==> src/rtl/spi_trace_pkg.sv <==
// Shared constants for the SPI command trace buffer: CSR map, CONTROL/STATUS bit
// positions, trace-entry field offsets and the timestamp width.
package spi_trace_pkg;

    localparam int DATA_W          = 64;
    localparam int TS_W            = 26;
    localparam int ENTRY_TS_LSB    = 38;

    localparam int CSR_STATUS      = 0;
    localparam int CSR_CONTROL     = 1;

    localparam int CTRL_ENABLE_BIT = 0;
    localparam int CTRL_MODE_BIT   = 1;
    localparam int CTRL_CLEAR_BIT  = 2;

    localparam int STAT_COUNT_LSB  = 0;
    localparam int STAT_PTR_LSB    = 16;
    localparam int STAT_OVF_BIT    = 32;
    localparam int STAT_FULL_BIT   = 33;

    typedef enum logic {
        MODE_WRAP = 1'b0,
        MODE_STOP = 1'b1
    } trace_mode_e;

    function automatic logic [DATA_W-1:0] pack_status(
        input logic [15:0] count,
        input logic [15:0] wr_ptr,
        input logic        overflow,
        input logic        full
    );
        logic [DATA_W-1:0] s;
        s = '0;
        s[STAT_COUNT_LSB +: 16] = count;
        s[STAT_PTR_LSB +: 16]   = wr_ptr;
        s[STAT_OVF_BIT]         = overflow;
        s[STAT_FULL_BIT]        = full;
        return s;
    endfunction

endpackage

==> src/rtl/spi_trace_ram.sv <==
// Trace storage: DEPTH x DATA_W simple dual-port RAM, one write port and one
// registered read port (read-first on address collision).
module spi_trace_ram #(
    parameter int  DEPTH  = 64,
    parameter int  DATA_W = 64,
    localparam int IW     = $clog2(DEPTH)
) (
    input  logic              clock,
    input  logic              wr_en,
    input  logic [IW-1:0]     wr_addr,
    input  logic [DATA_W-1:0] wr_data,
    input  logic              rd_en,
    input  logic [IW-1:0]     rd_addr,
    output logic [DATA_W-1:0] rd_data
);

    logic [DATA_W-1:0] mem [DEPTH];
    logic [DATA_W-1:0] rd_data_reg;

    // No reset on storage or read register so the array maps onto block RAM.
    always_ff @(posedge clock) begin
        if (wr_en) begin
            mem[wr_addr] <= wr_data;
        end
        if (rd_en) begin
            rd_data_reg <= mem[rd_addr];
        end
    end

    assign rd_data = rd_data_reg;

endmodule

==> src/rtl/spi_cmd_trace_buffer.sv <==
// SPI command trace buffer with an Avalon-MM CSR/entry window.
// Define SPI_TRACE_TIMESTAMP_EN to stamp each entry with a 26-bit cycle counter.
module spi_cmd_trace_buffer
    import spi_trace_pkg::*;
#(
    parameter int  DEPTH = 64,
    parameter int  CMD_W = 6,
    parameter int  ARG_W = 32,
    localparam int AW    = $clog2(DEPTH) + 1
) (
    input  logic              clock,
    input  logic              reset,
    input  logic [AW-1:0]     io_Avalon_address,
    input  logic              io_Avalon_read,
    input  logic              io_Avalon_write,
    input  logic [DATA_W-1:0] io_Avalon_writedata,
    output logic [DATA_W-1:0] io_Avalon_readdata,
    output logic              io_Avalon_readdatavalid,
    output logic              io_Avalon_waitrequest,
    input  logic [CMD_W-1:0]  io_Command,
    input  logic [ARG_W-1:0]  io_CommandArgument,
    input  logic              io_ReadSuccess,
    output logic              io_Overflow
);

    localparam int IW = AW - 1;
    localparam int CW = AW;

    logic              hist_reg;
    logic [IW-1:0]     wr_ptr_reg;
    logic [CW-1:0]     count_reg;
    logic              overflow_reg;
    logic              enable_reg;
    trace_mode_e       mode_reg;
    logic              rd_valid_reg;
    logic              rd_entry_reg;
    logic [DATA_W-1:0] csr_rdata_reg;

    logic              capture;
    logic              full;
    logic              rd_acc;
    logic              wr_acc;
    logic              is_entry;
    logic              ctrl_wr;
    logic              clear_req;
    logic              ram_we;
    logic [IW-1:0]     idx;
    logic [DATA_W-1:0] entry_data;
    logic [DATA_W-1:0] csr_rdata;
    logic [DATA_W-1:0] ram_rdata;
    logic              unused_wdata;

    // The bus is stalled for exactly the cycle in which a capture lands, so a
    // CONTROL write never races a capture; a held write lands one cycle later.
    assign capture               = io_ReadSuccess & ~hist_reg & enable_reg & ~reset;
    assign io_Avalon_waitrequest = capture;

    assign is_entry  = io_Avalon_address[AW-1];
    assign idx       = io_Avalon_address[IW-1:0];
    assign rd_acc    = io_Avalon_read & ~capture;
    assign wr_acc    = io_Avalon_write & ~capture;
    assign full      = (count_reg == CW'(DEPTH));
    assign ctrl_wr   = wr_acc & ~is_entry & (idx == IW'(CSR_CONTROL));
    assign clear_req = ctrl_wr & io_Avalon_writedata[CTRL_CLEAR_BIT];
    assign ram_we    = capture & ~clear_req & ~(full & (mode_reg == MODE_STOP));

    assign unused_wdata = ^io_Avalon_writedata[DATA_W-1:CTRL_CLEAR_BIT+1];

`ifdef SPI_TRACE_TIMESTAMP_EN
    logic [TS_W-1:0] ts_reg;

    always_ff @(posedge clock) begin
        if (reset) begin
            ts_reg <= '0;
        end else begin
            ts_reg <= ts_reg + TS_W'(1);
        end
    end

    always_comb begin
        entry_data                           = '0;
        entry_data[ARG_W-1:0]                = io_CommandArgument;
        entry_data[ARG_W+CMD_W-1:ARG_W]      = io_Command;
        entry_data[ENTRY_TS_LSB +: TS_W]     = ts_reg;
    end
`else
    always_comb begin
        entry_data                           = '0;
        entry_data[ARG_W-1:0]                = io_CommandArgument;
        entry_data[ARG_W+CMD_W-1:ARG_W]      = io_Command;
        entry_data[ENTRY_TS_LSB +: TS_W]     = '0;
    end
`endif

    always_comb begin
        csr_rdata = '0;
        if (idx == IW'(CSR_STATUS)) begin
            csr_rdata = pack_status(16'(count_reg), 16'(wr_ptr_reg), overflow_reg, full);
        end else if (idx == IW'(CSR_CONTROL)) begin
            csr_rdata[CTRL_ENABLE_BIT] = enable_reg;
            csr_rdata[CTRL_MODE_BIT]   = (mode_reg == MODE_STOP);
        end
    end

    spi_trace_ram #(
        .DEPTH  (DEPTH),
        .DATA_W (DATA_W)
    ) u_ram (
        .clock   (clock),
        .wr_en   (ram_we),
        .wr_addr (wr_ptr_reg),
        .wr_data (entry_data),
        .rd_en   (rd_acc & is_entry),
        .rd_addr (idx),
        .rd_data (ram_rdata)
    );

    always_ff @(posedge clock) begin
        if (reset) begin
            hist_reg      <= 1'b1;
            wr_ptr_reg    <= '0;
            count_reg     <= '0;
            overflow_reg  <= 1'b0;
            enable_reg    <= 1'b1;
            mode_reg      <= MODE_WRAP;
            rd_valid_reg  <= 1'b0;
            rd_entry_reg  <= 1'b0;
            csr_rdata_reg <= '0;
        end else begin
            hist_reg     <= io_ReadSuccess;
            rd_valid_reg <= rd_acc;
            if (rd_acc) begin
                rd_entry_reg  <= is_entry;
                csr_rdata_reg <= csr_rdata;
            end

            if (clear_req) begin
                wr_ptr_reg   <= '0;
                count_reg    <= '0;
                overflow_reg <= 1'b0;
            end else if (capture) begin
                if (full) begin
                    overflow_reg <= 1'b1;
                    if (mode_reg == MODE_WRAP) begin
                        wr_ptr_reg <= wr_ptr_reg + IW'(1);
                    end
                end else begin
                    wr_ptr_reg <= wr_ptr_reg + IW'(1);
                    count_reg  <= count_reg + CW'(1);
                end
            end

            if (ctrl_wr) begin
                enable_reg <= io_Avalon_writedata[CTRL_ENABLE_BIT];
                mode_reg   <= io_Avalon_writedata[CTRL_MODE_BIT] ? MODE_STOP : MODE_WRAP;
            end
        end
    end

    assign io_Avalon_readdata      = rd_entry_reg ? ram_rdata : csr_rdata_reg;
    assign io_Avalon_readdatavalid = rd_valid_reg;
    assign io_Overflow             = overflow_reg;

endmodule

==> config.mk <==
export PLATFORM = sky130hd
export DESIGN_NAME = spi_cmd_trace_buffer
export DESIGN_NICKNAME = d
export VERILOG_FILES = /design/src/rtl/spi_trace_pkg.sv /design/src/rtl/spi_trace_ram.sv /design/src/rtl/spi_cmd_trace_buffer.sv
export SDC_FILE = /design/constraint.sdc
export NUM_CORES = 2
export LEC_CHECK = 0
export BUFFER_PORTS_ARGS = -buffer_cell sky130_fd_sc_hd__buf_2
export CORE_MARGIN = 2
export CORE_UTILIZATION = 50
export DETAILED_ROUTE_END_ITERATION = 7
export PLACE_DENSITY = 0.74
export SYNTH_ARGS = -nofsm -noshare
export SYNTH_HDL_FRONTEND = slang
export SYNTH_SLANG_ARGS = --single-unit
==> constraint.sdc <==
create_clock -name clock -period 6.17 [get_ports clock]
set_input_delay 0.617 -clock clock [delete_from_list [all_inputs] [get_ports clock]]
set_output_delay 0.617 -clock clock [all_outputs]
set_load 0.02 [all_outputs]
==> key figures <==
Outcome
  • Outcome: finished, final reports clean

Setup path
  • Critical Path Start Type: flop
  • Max stage delay on crit path: 1.14 ns
  • Slowest stage cell, crit path: nor2_4
  • CP endpoint kind: flop
  • WP data required: 6.72 ns
  • CP arrival: 4.77 ns
  • WS Path Type: reg2reg
  • R2R Path Start: count_reg[0]
  • Reg2Reg Setup Slack: 1.95 ns
  • Critical path's top delay family: simple AND/OR/NAND/NOR gates
  • Reg2Reg Depth: 8
  • R2R Path End: u_ram.mem[42][34]
  • CP Buf/Inv Count: 2
  • Crit Path Max Fanout: 24
  • Critical path, cell by cell: inv_1 -> ha_1 -> nor4b_1 -> a31oi_2 -> nor2b_1 -> nand2_1 -> nor2_4 -> buf_4

Timing
  • Fmax: 237 MHz
  • Unrepaired setup endpoints after global routing: false
  • Clock skew: 0.0333 ns
  • Setup TNS: 0 ns
  • Slew @ Worst Pin: 1.38 ns
  • Relative slew slack: 0.0829
  • Minimum clock period: 4.22 ns
  • Endpoints failing hold: 0
  • Fin Hold WS: 0.171 ns
  • Final critical-path share of the clock period: 0.683
  • Setup-failing EPs final: 0
  • Max-slew violation count: 0

Layout
  • Non-filler cells, final: 7258
  • # nets final: 4653
  • Post-layout util: 0.564
  • Area grow syn2layout: 12.1%
  • Fraction of layout cells with a size suffix above 1: 0.259
  • Max reg flops: 2432
  • Design Area, Final: 0.107 mm²

Synthesis
  • Synthesized cell area: 0.0959 mm²
  • Yosys top cell area share: 0.774
  • Syn avg cell area: 22.2 µm²
  • Largest cells by area after synthesis: edfxtp_1 77%, mux4_2 12%, mux2i_1 3.2%
  • Main synth FF type: edfxtp_1
  • Yosys warns: 0
  • Number of synthesized flops with an enable pin: 2470
  • Ys async rst share: 0
  • Top cells by count, synth: 2470 x edfxtp_1, 532 x mux4_2, 307 x mux2i_1
  • Unique cell type count in the Yosys netlist: 45
  • Leading area contributor after synthesis: edfxtp_1
  • Register area share after synthesis: 0.781
  • Cells after Synth: 4315
  • Post-synthesis register bit count: 2504
  • Cell with the most instances after synthesis: edfxtp_1

Power
  • Clock power frac: 0.406
  • Switch Pwr: 7190 µW
  • Sequential share of power: 0.548
  • Combinational share of power: 0.046
  • VDD IR max: 0.311 mV
  • Cell-internal power: 27000 µW
  • Leak: 0.0339 µW
  • Switch share: 0.210
  • Pwr/cell area: 318 mW/mm²

Clock tree
  • Worst skew pair latency: 0.87 ns
  • PostCTS Resize Cnt: 0
  • Clock buffer depth: 3
  • Num CTS Buffers: 229
  • Worst-path clk slew: 0.06 ns
  • Clk sinks: 2504
  • Post-CTS Setup Bufs: 0
  • H-tree levels: 4
  • CTS tree: built
  • Root buf cell: clkbuf_16

Drt
  • DRC: 0
  • Post-route ant nets: 0
  • Total number of vias: 45528
  • Wire per inst: 30.6 µm
  • DRT Pass-1 Iters: 6
  • Routed WL: 222 mm
  • DR iter-0 viols: 6021
  • Post-DR vias/cell: 6.27

Floorplanning
  • Row count: 160
  • Die height: 442 µm
  • Die Width: 442 µm
  • Initial Util: 0.504
  • Die area: 0.195 mm²
  • Core area: 0.190 mm²
  • I/O pin count: 181

Place
  • Input/output buffers: 93
  • Placed cells: 6813
  • Detail Placement HPWL: 130 mm
  • Cell Area, Placed: 0.100 mm²
  • Placer Congestion: 0.832

GRT
  • Vias in the first global route: 45501
  • First-pass GRT wire length: 321 mm
  • Total grt overflow: 0
  • Largest net degree at the start of global routing: 97
  • Initial antenna violation count: 20
  • All-layer global routing usage: 0.227

Min path
  • Hold Path Origin: io_Avalon_address[6]
  • Hold Crit Class: in2reg
  • Hold-critical path depth: 4
  • Hold Path End: enable_reg

Job
  • Max-cap violations: 0
[worst max-delay path by stage]
stage / startpoint / end / cells after the start
global placement: reset / u_ram.mem[42][11] / 7
finish: count_reg[0] / u_ram.mem[42][34] / 8
CTS: count_reg[0] / u_ram.mem[42][34] / 8
global route: count_reg[0] / u_ram.mem[42][34] / 8
floorplan: reset / u_ram.mem[46][0] / 5
detailed placement: reset / u_ram.mem[42][11] / 7
[tightest hold or removal path: cells and delay by family]
family	cells	cell delay [ns]
and+or+nand+nor	2	0.12
buffers and inverters	1	0.12
muxes	1	0.11
[routing by layer]
metal,vias to the layer above,global-route usage,part of all wire
met5,-,0,0
met4,0,0.0817,0.035
met3,356,0.0449,0.093
met2,2418,0.363,0.49
met1,24084,0.313,0.38
li1,18670,-,-
[through the flow]
stage | total power (µW) | worst slack, ns
6_report | 34200 | 1.95
3_3_place_gp | 20600 | 1.66
5_1_grt | 35100 | 1.74
4_1_cts | 34400 | 1.97
3_5_place_dp | 20700 | 1.54
2_1_floorplan | 20000 | 2.29
[kinds of logic after synthesis]
| kind of cell | count (synthesis) | synth area share |
|---|---|---|
| adders and majority gates | 3 | 0.000392 |
| other | 1 | 0.0000391 |
| buffers and inverters | 281 | 0.0147 |
| DFF | 2504 | 0.781 |
| AOI/OAI and AO/OA | 445 | 0.0309 |
| xor gates and xnor gates | 9 | 0.000822 |
| muxes | 892 | 0.163 |
| and+or+nand+nor | 180 | 0.00905 |
[layout by cell type (no fill, tap or decap), types with 5 or more instances in the layout]
cell	count
clkinv_16	5
clkbuf_16	229
mux4_2	532
dfxtp_1	33
mux2_2	53
nor2_4	65
a22o_1	38
a211oi_1	38
xor2_1	7
o211ai_1	18
edfxtp_1	2470
clkbuf_1	44
bufinv_16	22
a221oi_1	58
clkinv_1	65
and2_1	24
nor2_1	37
diode_2	11
buf_4	129
clkinv_2	44
o21ai_0	60
o21ai_1	40
a21oi_1	82
nand2_1	15
inv_6	5
inv_1	5
clkinvlp_4	9
mux2i_1	307
conb_1	26
a22oi_1	71
buf_12	15
o22ai_1	38
buf_2	88
nand3_1	6
[power groups by stage]
stage                     Clock [µW]  Combinational, µW  Sequential (µW)
after floorplan                    0                897            19100
after global placement             0               1530            19100
after detailed placement           0               1560            19100
after CTS                      14000               1570            18700
after global routing           14700               1660            18700
final                          13900               1570            18700
[area by class of cell]
class | instances | area [µm²]
Timing Repair Buffer | 239 | 1800
Clock buffer | 273 | 5900
Sequential cell | 2504 | 74900
Multi-Input combinational cell | 1555 | 20200
Fill cell | 13348 | 82900
Antenna cell | 11 | 27.5
Clock inverter | 158 | 1510
Tap cell | 2511 | 3140
Inverter | 7 | 28.8
[what timing repair did]
| item | 4_1_cts | 5_1_grt |
|---|---|---|
| endpoints found under the setup margin | 0 | 0 |
| endpoints found under the hold margin | 3 | 0 |
| hold buffers | 3 | 0 |
(Power assumes the default switching activity.)
